<file path="config.mk">
export PLATFORM = sky130hd
export DESIGN_NAME = ins_dec
export DESIGN_NICKNAME = d
export VERILOG_FILES = /design/src/rtl/ins_dec.sv
export SDC_FILE = /design/constraint.sdc
export NUM_CORES = 1
export LEC_CHECK = 0
export CORE_AREA = 5 5 42 44
export CTS_CLUSTER_DIAMETER = 50
export CTS_CLUSTER_SIZE = 16
export DETAILED_ROUTE_END_ITERATION = 16
export DIE_AREA = 0 0 47 49
export DONT_BUFFER_PORTS = 1
export PLACE_DENSITY = 0.54
export SLEW_MARGIN = 20
export SYNTH_ARGS = -nofsm -noshare
export SYNTH_HDL_FRONTEND = slang
export SYNTH_SLANG_ARGS = --single-unit
</file>
<file path="constraint.sdc">
create_clock -name clk_i -period 1.4 [get_ports clk_i]
set_input_delay 0.28 -clock clk_i [delete_from_list [all_inputs] [get_ports clk_i]]
set_output_delay 0.28 -clock clk_i [all_outputs]
set_load 0.1 [all_outputs]
</file>
<file path="src/rtl/ins_dec.sv">
// ins_dec: splits the selected IMEM half-word into decode fields and keeps a sticky illegal-opcode flag.
package simple_processor_pkg;
    typedef enum logic [3:0] {
        ADD   = 4'd0,
        SUB   = 4'd1,
        AND   = 4'd2,
        OR    = 4'd3,
        XOR   = 4'd4,
        NOT   = 4'd5,
        ADDI  = 4'd6,
        SLL   = 4'd7,
        SLR   = 4'd8,
        SLLI  = 4'd9,
        SLRI  = 4'd10,
        LOAD  = 4'd11,
        STORE = 4'd12
    } func_t;
endpackage

module ins_dec
    import simple_processor_pkg::*;
#(
    parameter int DATA_WIDTH  = 32,
    parameter int ADDR_WIDTH  = 32,
    parameter int INSTR_WIDTH = 16
) (
    input  logic                  clk_i,
    input  logic                  arst_i,
    input  logic [DATA_WIDTH-1:0] imem_rdata_i,
    input  logic                  imem_ack_i,
    input  logic [ADDR_WIDTH-1:0] imem_addr_i,
    output func_t                 func_o,
    output logic                  we_o,
    output logic [2:0]            rd_addr_o,
    output logic [2:0]            rs1_addr_o,
    output logic [2:0]            rs2_addr_o,
    output logic [5:0]            imm_o,
    output logic                  valid_pc_o,
    output logic                  illegal_o
);
    logic [INSTR_WIDTH-1:0] instr;
    logic [3:0]             opc;
    logic                   illegal_op;
    logic                   unused_addr;

    assign unused_addr = ^{imem_addr_i[ADDR_WIDTH-1:2], imem_addr_i[0]};

    // A missing ack turns the fetch into an all-zero bubble.
    always_comb begin
        instr = imem_ack_i ? (imem_addr_i[1] ? imem_rdata_i[2*INSTR_WIDTH-1:INSTR_WIDTH]
                                             : imem_rdata_i[INSTR_WIDTH-1:0]) : '0;
        opc = instr[3:0];
        func_o = func_t'(opc);
        imm_o = instr[9:4];
        rs2_addr_o = instr[9:7];
        rs1_addr_o = instr[12:10];
        rd_addr_o = instr[15:13];
        valid_pc_o = imem_ack_i && (opc <= 4'd12);
        we_o = imem_ack_i && (opc <= 4'd11);
        illegal_op = imem_ack_i && (opc >= 4'd13);
    end

    always_ff @(posedge clk_i or posedge arst_i) begin
        if (arst_i)
            illegal_o <= 1'b0;
        else if (illegal_op)
            illegal_o <= 1'b1;
    end
endmodule

</file>
==> reports/metrics.csv <==
metric,value,unit
Async SR Flop Fraction,100,%
drt wl/cell,16.9,um
crit end category,primary output,
vias per cell,5.34,
Mapped Area,440,sq um
RD Place Congestion,0.691,
CP Launch Type,input port,
Net Sw Frac,61.2,%
clock transition at the registers of the reported paths,0,ns
Clk network pwr share,0,%
Non-Filler Instances,80,
sequential share of the synthesized area,5.68,%
number of enable flip-flop cells after synthesis,0,
share of layout cells above drive strength 1,60.9,%
Worst Setup Path Type,input port to primary output,
Die H,49,um
Fin Hold WS,0.0122,ns
WL final,1350,um
I/O Pins,89,
required time of the critical path,1.12,ns
Final ANT Viol Nets,0,
syn nets,118,
Synth Register Bits,1,
top cell type's share of synthesized area,36.4,%
die area,2300,sq um
biggest regs,illegal_o (1),
worst r2r path cells,3,
CP Max Fanout,20,
DR DRC count,0,
Setup WS pre-CTS,0.259,ns
Synth area leader,mux2i_1,
top post-synthesis cells by area,"mux2i_1 36%, nor2b_1 23%, dfrtp_1 5.7%",
Reg2Reg Capture Point,illegal_o$_DFFE_PP0P_,
post-layout min period,1.13,ns
run status,"finished, final reports clean",
flop2flop setup slack,0.55,ns
Peak Freq,0.881,GHz
critical-path cell list,nand4b_4 -> o221a_2 -> buf_12,
worst ir drop on vdd,0.322,mV
Die Width,47,um
Worst Setup SP,imem_addr_i[1],
Yosys cell types,16,
initial antenna violation count,0,
final count of pins violating max slew,0,
cts repair resizes,0,
IO buf count,0,
Initial DRC Count,2,
"Setup violations, final",0,
Main synth FF type,dfrtp_1,
Syn-to-layout area delta,104,%
P_leak,0.432,nW
grt ovf,0,
TritonRoute pass-1 iters,2,
Post-Syn Instances,51,
critical path endpoint,valid_pc_o,
FP Rows,14,
syn_area_per_cell,8.64,sq um
Core Box Area,1400,sq um
Starting Density,31.4,%
YS warnings,0,
actual slew at the worst max-slew pin,0.284,ns
Worst Path Arrival,0.85,ns
first-pass GRT wire length,2040,um
Final #Nets,133,
Sw Pwr,0.000369,W
clk_skew,0,ns
RSZ-0062 raised after global routing,no,
# fillers,118,
Antenna diodes,0,
register area,25.0,sq um
Final period util,81.0,%
synth cell count leaders,"16 x mux2i_1, 16 x nor2b_1, 3 x buf_4",
footprint of the multi-input gates,447,sq um
worst setup margin,0.266,ns
Seq pwr share,4.9,%
Final Hold Vio Count,0,
DR vias,427,
largest net degree at the start of global routing,21,
placed cell count,80,
Internal Pwr Total,0.000234,W
Power Density,670,nW/um^2
Max-Cap Viols,0,
hold_buf cts,0,
Crit Reg-Reg Startpoint,illegal_o$_DFFE_PP0P_,
Rel. slew slack,80.6,%
hold crit path type,input port to async pin,
# Post-CTS Setup Buffers,0,
vias in the first global route,469,
max FFs per register,1,
max incr delay on CP,0.26,ns
Comb power frac,95.1,%
"Slowest-stage cell, CP",o221a_2,
"Clk Latency, worst-skew pair",0,ns
Biggest register,illegal_o,
Total GRT Usage,11.2,%
worst min-delay path by stage:
stage	startpoint	to	slack, ns	cells past startpoint
after floorplan	arst_i	illegal_o$_DFFE_PP0P_	0.009	1
after global placement	arst_i	illegal_o$_DFFE_PP0P_	0.01	1
after detailed placement	arst_i	illegal_o$_DFFE_PP0P_	0.01	1
after CTS	arst_i	illegal_o$_DFFE_PP0P_	0.01	1
after global routing	arst_i	illegal_o$_DFFE_PP0P_	0.02	1
final	arst_i	illegal_o$_DFFE_PP0P_	0.01	1
worst max-delay path: cells and delay by family:
| family | cells | cell delay, ns |
|---|---|---|
| AOI/OAI and AO/OA | 1 | 0.26 |
| and+or+nand+nor | 1 | 0.15 |
| buffers and inverters | 1 | 0.17 |
metrics by stage:
step | util (%) | TNS, ns | cell area, sq um | total power, W
floorplan | - | -2.12 | 568 | 0.000476
global placement | 64.2 | 0 | 900 | 0.000601
detailed placement | 64.2 | 0 | 900 | 0.000606
CTS | 64.2 | 0 | 900 | 0.000607
global route | 64.2 | 0 | 900 | 0.000617
finish | 64.2 | 0 | 900 | 0.000603
cells in the final DEF (no fill, tap or decap):
| cell type | n |
|---|---|
| o221a_2 | 1 |
| nand4b_4 | 1 |
| dfrtp_1 | 1 |
| nor2_1 | 1 |
| nor2b_2 | 5 |
| buf_12 | 20 |
| o221ai_1 | 1 |
| nand3_1 | 1 |
| mux2i_1 | 16 |
| o211ai_4 | 1 |
| inv_1 | 2 |
| nor2b_4 | 11 |
| nand2_1 | 2 |
| o211a_1 | 1 |
layout make-up:
class,instances,share of cell area (%)
inverter,2,0.834
multi-input combinational,41,49.7
sequential,1,2.78
tap,16,2.23
timing repair buffer,20,44.5
power by group through the flow:
stage          Combinational [W]  Clock [W]  Sequential (W)
5_1_grt                 0.000587          0       0.0000294
4_1_cts                 0.000577          0       0.0000294
3_3_place_gp            0.000571          0       0.0000294
2_1_floorplan           0.000447          0       0.0000294
6_report                0.000573          0       0.0000294
3_5_place_dp            0.000577          0       0.0000294
layer usage:
layer / wire, um / track usage, % / share of wire [%] / vias up
li1: - / - / - / 199
met1: 400 / 11.1 / 30 / 200
met2: 809 / 24.2 / 60 / 28
met3: 143 / 0.738 / 11 / 0
met4: 0 / 0 / 0 / 0
met5: 0 / 0 / 0 / -
kinds of logic (layout without fill, tap and decap cells):
group	count (synthesis)	count (layout)	synth area share, %
mux	16	16	36.4
simple gates	21	21	31.8
flops	1	1	5.68
compound gates	4	4	11.6
buf+inv	9	22	14.5
Note: power is estimated with default switching activity, not from simulation.
